$ cat config.mk
export PLATFORM = sky130hd
export DESIGN_NAME = rot_out_framer
export DESIGN_NICKNAME = d
export VERILOG_FILES = /design/src/rtl/img_pkg.sv /design/src/rtl/pix_fifo.sv /design/src/rtl/rot_out_framer.sv
export SDC_FILE = /design/constraint.sdc
export NUM_CORES = 1
export LEC_CHECK = 0
export ABC_AREA = 1
export BUFFER_PORTS_ARGS = -buffer_cell sky130_fd_sc_hd__buf_2
export CAP_MARGIN = 20
export CORE_ASPECT_RATIO = 0.75
export CORE_MARGIN = 4
export CORE_UTILIZATION = 30
export DETAILED_ROUTE_END_ITERATION = 6
export PLACE_DENSITY_LB_ADDON = 0.1
export SLEW_MARGIN = 20
export SYNTH_ARGS = -nofsm -noshare
export SYNTH_HDL_FRONTEND = slang
export SYNTH_SLANG_ARGS = --single-unit
$ cat constraint.sdc
create_clock -name clk -period 4.4 [get_ports clk]
set_input_delay 0.22 -clock clk [delete_from_list [all_inputs] [get_ports clk]]
set_output_delay 0.22 -clock clk [all_outputs]
set_load 0.01 [all_outputs]
$ cat src/rtl/img_pkg.sv
// Shared image geometry, pixel type and framer state encoding
// for the rotation output path.
package img_pkg;

  localparam int unsigned DEF_IMG_W   = 512;
  localparam int unsigned DEF_IMG_H   = 512;
  localparam int unsigned PIX_DW      = 8;
  localparam int unsigned DEF_PIX_CNT = DEF_IMG_W * DEF_IMG_H;

  typedef enum logic [1:0] {
    S_IDLE  = 2'd0,
    S_RUN   = 2'd1,
    S_DRAIN = 2'd2,
    S_DONE  = 2'd3
  } state_t;

  typedef logic [PIX_DW-1:0] pix_t;

endpackage

$ cat src/rtl/pix_fifo.sv
// Synchronous pixel FIFO. The head entry is re-presented on registered
// outputs, so occupancy counts the entry currently on the output.
module pix_fifo #(
  parameter int unsigned DW    = 8,
  parameter int unsigned DEPTH = 16
) (
  input  logic          clk,
  input  logic          rst,
  input  logic          i_push,
  input  logic [DW-1:0] i_data,
  input  logic          i_pop,
  output logic [DW-1:0] o_data,
  output logic          o_valid,
  output logic          o_full,
  output logic          o_empty,
  output logic          o_valid_nxt_c
);

  localparam int unsigned AW = $clog2(DEPTH);
  localparam int unsigned CW = AW + 1;

  logic [DW-1:0] r_mem [DEPTH];
  logic [AW-1:0] r_wr_ptr;
  logic [AW-1:0] r_rd_ptr;
  logic [AW-1:0] w_rd_ptr_nxt;
  logic [CW-1:0] r_count;
  logic [CW-1:0] w_avail;
  logic [CW-1:0] w_count_nxt;
  logic [DW-1:0] r_data;
  logic          r_valid;
  logic          w_pop;
  logic          w_push;

  // A full FIFO still accepts a push when the head leaves in the same cycle.
  always_comb begin
    w_pop        = i_pop && r_valid;
    w_push       = i_push && ((r_count < CW'(DEPTH)) || w_pop);
    w_rd_ptr_nxt = r_rd_ptr + AW'(w_pop);
    w_avail      = r_count - CW'(w_pop);
    w_count_nxt  = w_avail + CW'(w_push);
  end

  always_ff @(posedge clk) begin
    if (w_push) begin
      r_mem[r_wr_ptr] <= i_data;
    end
  end

  // Head register only sees entries written before this edge: 1-cycle latency.
  always_ff @(posedge clk or negedge rst) begin
    if (!rst) begin
      r_wr_ptr <= '0;
      r_rd_ptr <= '0;
      r_count  <= '0;
      r_valid  <= 1'b0;
      r_data   <= '0;
    end else begin
      r_wr_ptr <= r_wr_ptr + AW'(w_push);
      r_rd_ptr <= w_rd_ptr_nxt;
      r_count  <= w_count_nxt;
      r_valid  <= (w_avail != '0);
      if (w_avail != '0) begin
        r_data <= r_mem[w_rd_ptr_nxt];
      end
    end
  end

  assign o_data        = r_data;
  assign o_valid       = r_valid;
  assign o_full        = (r_count == CW'(DEPTH));
  assign o_empty       = (r_count == '0);
  assign o_valid_nxt_c = (w_avail != '0);

endmodule

$ cat src/rtl/rot_out_framer.sv
// Buffers the rotation adapter's free-running pixel stream and re-emits it
// as a valid/ready raster stream with SOF/EOL/EOF flags and drop detection.
module rot_out_framer #(
  parameter int unsigned IMG_W      = img_pkg::DEF_IMG_W,
  parameter int unsigned IMG_H      = img_pkg::DEF_IMG_H,
  parameter int unsigned DW         = img_pkg::PIX_DW,
  parameter int unsigned FIFO_DEPTH = 16
) (
  input  logic          clk,
  input  logic          rst,
  input  logic          i_start,
  input  logic [DW-1:0] i_pix_in,
  input  logic          i_pix_valid,
  output logic [DW-1:0] o_m_data,
  output logic          o_m_valid,
  input  logic          i_m_ready,
  output logic          o_m_sof,
  output logic          o_m_eol,
  output logic          o_m_eof,
  output logic          o_busy,
  output logic          o_frame_done,
  output logic          o_overflow
);

  import img_pkg::*;

  localparam int unsigned PIX   = IMG_W * IMG_H;
  localparam int unsigned CNT_W = $clog2(PIX) + 1;
  localparam int unsigned XW    = $clog2(IMG_W);
  localparam int unsigned YW    = $clog2(IMG_H);

  state_t           r_state;
  state_t           w_state_nxt;
  logic [CNT_W-1:0] r_in_cnt;
  logic [XW-1:0]    r_x;
  logic [XW-1:0]    w_x_nxt;
  logic [YW-1:0]    r_y;
  logic [YW-1:0]    w_y_nxt;
  logic             w_clr;
  logic             w_cap;
  logic             w_last_in;
  logic             w_drop;
  logic             w_pop;
  logic             w_full;
  logic             w_empty;
  logic             w_head_valid;
  logic             w_valid_nxt;
  logic             w_busy_nxt;
  logic             w_done_nxt;
  logic [DW-1:0]    w_head_data;
  logic             r_sof;
  logic             r_eol;
  logic             r_eof;
  logic             r_busy;
  logic             r_done;
  logic             r_ovf;

  pix_fifo #(
    .DW    (DW),
    .DEPTH (FIFO_DEPTH)
  ) u_fifo (
    .clk           (clk),
    .rst           (rst),
    .i_push        (w_cap),
    .i_data        (i_pix_in),
    .i_pop         (i_m_ready),
    .o_data        (w_head_data),
    .o_valid       (w_head_valid),
    .o_full        (w_full),
    .o_empty       (w_empty),
    .o_valid_nxt_c (w_valid_nxt)
  );

  assign w_pop     = w_head_valid && i_m_ready;
  assign w_last_in = w_cap && (r_in_cnt == CNT_W'(PIX - 1));
  assign w_drop    = w_cap && w_full && !w_pop;

  always_ff @(posedge clk or negedge rst) begin
    if (!rst) begin
      r_state <= S_IDLE;
    end else begin
      r_state <= w_state_nxt;
    end
  end

  always_comb begin
    w_state_nxt = r_state;
    unique case (r_state)
      S_IDLE:  if (i_start) w_state_nxt = S_RUN;
      S_RUN:   if (w_last_in) w_state_nxt = S_DRAIN;
      S_DRAIN: if (w_empty) w_state_nxt = S_DONE;
      S_DONE:  w_state_nxt = S_IDLE;
      default: w_state_nxt = S_IDLE;
    endcase
  end

  // Capture only in RUN, so a pixel coincident with start is not taken.
  always_comb begin
    w_clr      = 1'b0;
    w_cap      = 1'b0;
    w_busy_nxt = 1'b0;
    w_done_nxt = 1'b0;
    w_clr      = (r_state == S_IDLE) && i_start;
    w_cap      = (r_state == S_RUN) && i_pix_valid;
    w_busy_nxt = (w_state_nxt == S_RUN) || (w_state_nxt == S_DRAIN);
    w_done_nxt = (w_state_nxt == S_DONE);
  end

  // Raster position of the beat that will be on the output after this edge.
  always_comb begin
    w_x_nxt = r_x;
    w_y_nxt = r_y;
    if (w_clr) begin
      w_x_nxt = '0;
      w_y_nxt = '0;
    end else if (w_pop) begin
      if (r_x == XW'(IMG_W - 1)) begin
        w_x_nxt = '0;
        w_y_nxt = (r_y == YW'(IMG_H - 1)) ? '0 : r_y + YW'(1);
      end else begin
        w_x_nxt = r_x + XW'(1);
      end
    end
  end

  always_ff @(posedge clk or negedge rst) begin
    if (!rst) begin
      r_in_cnt <= '0;
      r_x      <= '0;
      r_y      <= '0;
      r_sof    <= 1'b0;
      r_eol    <= 1'b0;
      r_eof    <= 1'b0;
      r_busy   <= 1'b0;
      r_done   <= 1'b0;
      r_ovf    <= 1'b0;
    end else begin
      if (w_clr) begin
        r_in_cnt <= '0;
      end else if (w_cap) begin
        r_in_cnt <= r_in_cnt + CNT_W'(1);
      end
      r_x    <= w_x_nxt;
      r_y    <= w_y_nxt;
      r_sof  <= w_valid_nxt && (w_x_nxt == '0) && (w_y_nxt == '0);
      r_eol  <= w_valid_nxt && (w_x_nxt == XW'(IMG_W - 1));
      r_eof  <= w_valid_nxt && (w_x_nxt == XW'(IMG_W - 1)) && (w_y_nxt == YW'(IMG_H - 1));
      r_busy <= w_busy_nxt;
      r_done <= w_done_nxt;
      if (w_clr) begin
        r_ovf <= 1'b0;
      end else if (w_drop) begin
        r_ovf <= 1'b1;
      end
    end
  end

  assign o_m_data     = w_head_data;
  assign o_m_valid    = w_head_valid;
  assign o_m_sof      = r_sof;
  assign o_m_eol      = r_eol;
  assign o_m_eof      = r_eof;
  assign o_busy       = r_busy;
  assign o_frame_done = r_done;
  assign o_overflow   = r_ovf;

endmodule

==> flow_summary.json, run 1 <==
{
  "status": "finished clean",
  "ir_drop_uv": 456,
  "die_width_um": 204,
  "relSlewSlack_pct": 30.9,
  "cts.sinks": 195,
  "tritoncts": "done",
  "cts_max_level": 4,
  "wl_met2_um": 8560,
  "io_pins": 28,
  "path_max_fanout": 11,
  "yosysSeqAreaShare_pct": 63.9,
  "ys_ff_latch": 195,
  "grt_max_degree": 68,
  "yosys.cell_types.count": 39,
  "topRoutingLayerUsed": "met4",
  "fin_tns_setup_ns": 0,
  "grt_pass1_wl_um": 33200,
  "grt_pass1_vias": 5770,
  "hold_viol": 0,
  "maxSlewViolCount": 0,
  "p_leak_nw": 3.98,
  "first_pass_iters": 5,
  "num_rows": 53,
  "clock_path_buffers": 2,
  "synth_compound_area_share_pct": 8.97,
  "wl_per_cell_um": 16.6,
  "cp.arrival_ns": 2.89,
  "n_antenna_cell": 0,
  "power_frac_seq_pct": 37.6,
  "hpwlAfterDp_um": 13400,
  "p_comb_share_pct": 38.6,
  "grt_usage_pct": 13.7,
  "synth_edf_count": 128,
  "cp_cell_sequence": "nand2_2, a21oi_1, nand3_1, nor2_1",
  "final_nets": 893,
  "critPathSlowestCell": "nor2_1",
  "synthSimpleGateAreaFrac_pct": 18.9,
  "p_clk_share_pct": 23.8,
  "p_switching_mw": 2.66,
  "wl_met3_um": 740,
  "syn_nets": 860,
  "drc": 0,
  "synth.area.mux_share_pct": 0,
  "overflow": 0,
  "synthAdderAreaFrac_pct": 2.17,
  "cts_root_buf": "clkbuf_16",
  "via_per_inst": 4.60,
  "critPathLaunchType": "flip-flop",
  "p_per_area_nw_per_um2": 673,
  "rsz0062_at_grt": "false",
  "worst_setup_path_end_kind": "flip-flop",
  "gp_congestion": 0.758,
  "netlist_instances": 832,
  "drt_wl_total_um": 20900,
  "period_needed_ns": 2.84,
  "clk_pin_slew_ns": 0.08,
  "reg2reg_slack_ns": 1.56,
  "antenna_found_initial": 0,
  "cap_violations": 0,
  "synthXorXnorAreaFrac_pct": 1.09,
  "yosys_warnings": 0,
  "cp.required_ns": 4.45,
  "ctsResizeCount": 0,
  "routedLengthMet1_um": 11400,
  "core_um2": 28200,
  "numCtsBuffers": 17,
  "postSynth.asyncResetShare_pct": 34.4,
  "syn_to_final_growth_pct": 13.6,
  "synthesis.area_um2": 8640,
  "drive_above_1_share_pct": 11.8,
  "fin_crit_sh_pct": 64.5,
  "p_int_mw": 3.94,
  "max_stage_delay_ns": 0.84,
  "fin_skew_ns": 0.0116,
  "worst_pin_slew_ns": 1.03,
  "min_path_type": "in2reg",
  "swShare_pct": 40.3,
  "portBuffers": 27,
  "maxClockFrequency_ghz": 0.353,
  "synthFlopType": "edfxtp_1",
  "place_ws_ns": 1.54,
  "syn_avg_cell_area_um2": 10.4,
  "drtIter0Drc": 437,
  "synth_top_family_by_area": "simple AND/OR/NAND/NOR gates",
  "setup_viol": 0,
  "ant_nets": 0,
  "die_area_um2": 31600,
  "setup.worst_path.class": "reg2reg",
  "initial_core_util_pct": 30.6,
  "num_vias": 5805,
  "layout_setup_ws_ns": 1.56,
  "die_h_um": 155,
  "clock_latency_ns": 0.44
}
==> cell usage after synthesis, types with 2 or more instances <==
| library cell | count | share of area (%) |
|---|---|---|
| ha_1 | 15 | 2.2 |
| xnor2_2 | 2 | 0.38 |
| nor2_4 | 4 | 0.52 |
| and3_1 | 2 | 0.14 |
| nand2_1 | 127 | 5.5 |
| edfxtp_1 | 128 | 45 |
| nor3_1 | 3 | 0.17 |
| inv_2 | 7 | 0.30 |
| dfrtp_1 | 67 | 19 |
| nand3_2 | 2 | 0.23 |
| xor2_1 | 5 | 0.51 |
| o21ai_0 | 79 | 4.6 |
| buf_2 | 13 | 0.75 |
| nand2_2 | 7 | 0.51 |
| nor2_1 | 151 | 6.6 |
| nor4_1 | 2 | 0.14 |
| a21oi_1 | 15 | 0.87 |
| clkbuf_1 | 11 | 0.48 |
| o211ai_1 | 32 | 2.8 |
| nor2_2 | 5 | 0.36 |
| nand3_1 | 55 | 3.2 |
| nand4_1 | 6 | 0.43 |
| o221ai_1 | 2 | 0.20 |
| nand3b_1 | 4 | 0.35 |
| o21bai_1 | 3 | 0.26 |
| xnor2_1 | 2 | 0.20 |
| inv_1 | 71 | 3.1 |
==> cell type report <==
type / count / area [um2]
fill: 2797 / 18400
sequential: 195 / 5520
multi-input combinational: 532 / 2700
tap: 385 / 482
clock buffer: 18 / 429
inverter: 79 / 299
timing repair buffer: 40 / 238
clock inverter: 14 / 148
==> registers in the layout (all words and copies together) (netlist names) <==
register         flops
o_busy               1
o_frame_done         1
o_m_eof              1
o_m_eol              1
o_m_sof              1
o_overflow           1
r_in_cnt            19
r_state              2
r_x                  9
r_y                  9
u_fifo.o_data        8
u_fifo.o_valid       1
u_fifo.r_count       5
u_fifo.r_mem       128
u_fifo.r_rd_ptr      4
u_fifo.r_wr_ptr      4
==> worst max-delay path: cells and delay by family (launching register included) <==
family	cells	cell delay [ns]
AND/OR/NAND/NOR	3	1.38
flip-flops	1	0.47
AO/OA/AOI/OAI	1	0.59
==> final timing paths <==
kind	end	cells past startpoint	start
worst max-delay path	u_fifo.r_mem[8][7]	4	u_fifo.o_valid
min in group asynchronous	r_in_cnt[17]	2	rst
worst min-delay path	r_state[0]	3	i_start
worst max register to register	u_fifo.r_mem[8][7]	4	u_fifo.o_valid
worst min register to register	u_fifo.o_data[1]	2	u_fifo.o_data[1]
max in group asynchronous	u_fifo.r_rd_ptr[3]	2	rst
==> metal layers <==
metal | global-route usage (%) | vias to the layer above
met5 | 0 | -
li1 | - | 2896
met4 | 3.76 | 0
met3 | 2.71 | 20
met1 | 21.2 | 2798
met2 | 19.3 | 91
==> power by group through the flow <==
stage,sequential (mW),clock (mW),combinational [mW]
floorplan,2.48,0,1.80
global placement,2.52,0,2.60
detailed placement,2.51,0,2.58
CTS,2.48,1.62,2.60
global route,2.51,1.70,2.94
finish,2.48,1.57,2.55
==> metrics by stage <==
step | instance area, um2 | std cells | hold WS [ns] | util, % | power (mW)
finish | 9810 | 1263 | 0.159 | 34.8 | 6.60
floorplan | 8640 | 832 | -0.0756 | - | 4.27
global route | 9810 | 1263 | 0.151 | 34.8 | 7.14
detailed placement | 9230 | 1230 | 0.458 | 32.7 | 5.09
CTS | 9810 | 1263 | 0.141 | 34.8 | 6.70
global placement | 9230 | 1230 | 0.455 | 32.7 | 5.11
==> what timing repair did <==
action	4_1_cts	5_1_grt
hold buffers	1	0
buffers inserted	0	0
hold endpoints to repair	67	0
endpoints found under the setup margin	0	0
==> layout by cell type, fill, tap and decap left out, types with 3 or more instances in the layout <==
| cell | synthesis | final |
|---|---|---|
| inv_6 | 0 | 5 |
| dfrtp_1 | 67 | 67 |
| o211ai_1 | 32 | 32 |
| clkinv_2 | 0 | 3 |
| buf_2 | 13 | 26 |
| a21oi_1 | 15 | 15 |
| nand4_1 | 6 | 6 |
| nand2_1 | 127 | 127 |
| o21bai_1 | 3 | 3 |
| nand3b_1 | 4 | 4 |
| xor2_1 | 5 | 5 |
| nor2_1 | 151 | 151 |
| ha_1 | 15 | 13 |
| buf_4 | 1 | 13 |
| nand2_2 | 7 | 7 |
| clkbuf_16 | 0 | 17 |
| o21ai_0 | 79 | 79 |
| nor2_4 | 4 | 4 |
| inv_1 | 71 | 71 |
| nor3_1 | 3 | 3 |
| inv_2 | 7 | 7 |
| nor2_2 | 5 | 5 |
| nand3_1 | 55 | 55 |
| edfxtp_1 | 128 | 128 |
==> cell families (layout without fill, tap and decap cells) <==
family | Yosys count | after routing
simple gates | 374 | 374
fa+ha+maj | 15 | 15
xor+xnor | 9 | 9
compound gates | 134 | 134
flops | 195 | 195
buf+inv | 105 | 151
Power figures use the tool's default switching activity.
==> run 2: changes to the inputs <==
clock period = 2.9 ns   (was 4.4 ns; I/O delays follow)
==> run 2 against run 1 <==
Sequential power up 50%. Clock skew is 0.0031 ns higher. First-iteration DRC count is 20% lower. Power up 54%. Critical endpoint is now o_m_eof. Setup slack worse by 1.1 ns. Final cell count rose by 1.0%. Die area stayed put. Core utilization up 0.52 points. Global-route usage is 0.67 points lower. Combinational power is 58% higher. Wire length decreased by 6.1%.
==> flow_summary.json, run 2 (synthesized netlist as in run 1, its figures left out) <==
{
  "worst_setup_path_end_kind": "flip-flop",
  "most-common-layout-cells": "nor2_1, edfxtp_1, nand2_1",
  "p_comb_share_pct": 39.7,
  "initial_core_util_pct": 30.6,
  "cp.arrival_ns": 2.84,
  "cts_max_level": 4,
  "num_vias": 5761,
  "io_pins": 28,
  "p_switching_mw": 4.02,
  "grt_pass1_vias": 5693,
  "wl_per_cell_um": 15.4,
  "overflow": 0,
  "rsz0062_at_grt": "false",
  "cts_root_buf": "clkbuf_16",
  "cts.sinks": 195,
  "grt_max_degree": 68,
  "core_um2": 28200,
  "portBuffers": 27,
  "drt_wl_total_um": 19700,
  "drive_above_1_share_pct": 13.4,
  "via_per_inst": 4.51,
  "critPathLaunchType": "flip-flop",
  "p_per_area_nw_per_um2": 1020,
  "final_nets": 906,
  "min_path_type": "in2reg",
  "tritoncts": "done",
  "path_max_fanout": 10,
  "ir_drop_uv": 561,
  "p_clk_share_pct": 23.4,
  "swShare_pct": 39.7,
  "largest_registers": "u_fifo.r_mem: 128 flops, r_in_cnt: 19 flops",
  "n_antenna_cell": 0,
  "status": "finished clean",
  "relSlewSlack_pct": 37.6,
  "clock_path_buffers": 2,
  "fin_tns_setup_ns": 0,
  "ant_nets": 0,
  "regMostFlops": "u_fifo.r_mem",
  "drc": 0,
  "period_needed_ns": 2.48,
  "die_h_um": 155,
  "grt_usage_pct": 13.0,
  "gp_congestion": 0.752,
  "clk_pin_slew_ns": 0.08,
  "setup.worst_path.class": "reg2reg",
  "maxClockFrequency_ghz": 0.403,
  "antenna_found_initial": 0,
  "p_int_mw": 6.11,
  "die_width_um": 204,
  "fin_crit_sh_pct": 85.6,
  "worst_pin_slew_ns": 0.936,
  "maxSlewViolCount": 0,
  "layout_commonest_cell": "nor2_1",
  "hold_viol": 0,
  "setup_viol": 0,
  "die_area_um2": 31600,
  "num_rows": 53,
  "p_leak_nw": 4.06,
  "power_frac_seq_pct": 36.8,
  "hpwlAfterDp_um": 13200,
  "numCtsBuffers": 17,
  "cp.required_ns": 3.26,
  "largest_reg_flops": 128,
  "clock_latency_ns": 0.43,
  "cap_violations": 0,
  "fin_skew_ns": 0.0147,
  "drtIter0Drc": 351,
  "total_power_mw": 10.1,
  "first_pass_iters": 5,
  "syn_to_final_growth_pct": 15.3,
  "grt_pass1_wl_um": 32300
}
run 2: path summary, 6_finish.rpt:
kind / startpoint / endpoint / slack (ns) / cells past startpoint
max in group asynchronous: rst / u_fifo.r_rd_ptr[3] / 1.89 / 2
max: r_x[0] / o_m_eof / 0.42 / 12
min reg2reg: u_fifo.o_data[2] / u_fifo.o_data[2] / 0.48 / 2
min in group asynchronous: rst / r_in_cnt[17] / 0.39 / 2
max reg2reg: r_x[0] / o_m_eof / 0.42 / 12
min: i_pix_in[3] / u_fifo.r_mem[5][3] / 0.09 / 1
run 2: layer usage:
layer	routed length, um	global-route usage, %	part of all wire (%)
met1	11000	20.6	56
met5	0	0	0
met2	7920	18.0	40
met4	195	3.34	0.99
met3	534	2.56	2.7
run 2: timing repair:
item                       in CTS  in global routing
setup endpoints to repair       0                  2
hold endpoints to repair       67                  0
gates resized for setup         0                  1
hold buffers                    1                  0
buffers inserted                0                  0
run 2: through the flow:
stage          hold slack (ns)  cells  util (%)  setup WS [ns]  cell area, um2
2_1_floorplan           -0.151    832         -          0.652            8640
3_3_place_gp             0.368   1243      33.2          0.373            9360
3_5_place_dp             0.358   1243      33.2          0.241            9360
4_1_cts                 0.0743   1276      35.3          0.218            9950
5_1_grt                 0.0740   1276      35.3          0.106            9960
6_report                0.0928   1276      35.3          0.418            9960
run 2: critical path, cell delays in order, from the launching register on:
cell and delay (ns):
dfrtp_1 0.39, ha_1 0.19, nand2_1 0.15, nor4_2 0.29
ha_1 0.33, nand3_2 0.23, nand2_1 0.12, nand2_1 0.05
nor2_1 0.19, nand3_1 0.10, nor2_1 0.17, nand3_1 0.10
nor2_1 0.10
run 2: area by class of cell:
type	count	area, um2
Clock inverter	14	153
Multi-Input combinational cell	532	2700
Fill cell	2846	18200
Inverter	79	299
Sequential cell	195	5520
Timing Repair Buffer	53	373
Clock buffer	18	429
Tap cell	385	482
run 2: power by group through the flow:
stage / sequential, mW / clock, mW / combinational (mW)
global placement: 3.79 / 0 / 4.13
global route: 3.79 / 2.56 / 4.64
detailed placement: 3.79 / 0 / 4.11
CTS: 3.73 / 2.45 / 4.14
finish: 3.73 / 2.37 / 4.03
floorplan: 3.76 / 0 / 2.73
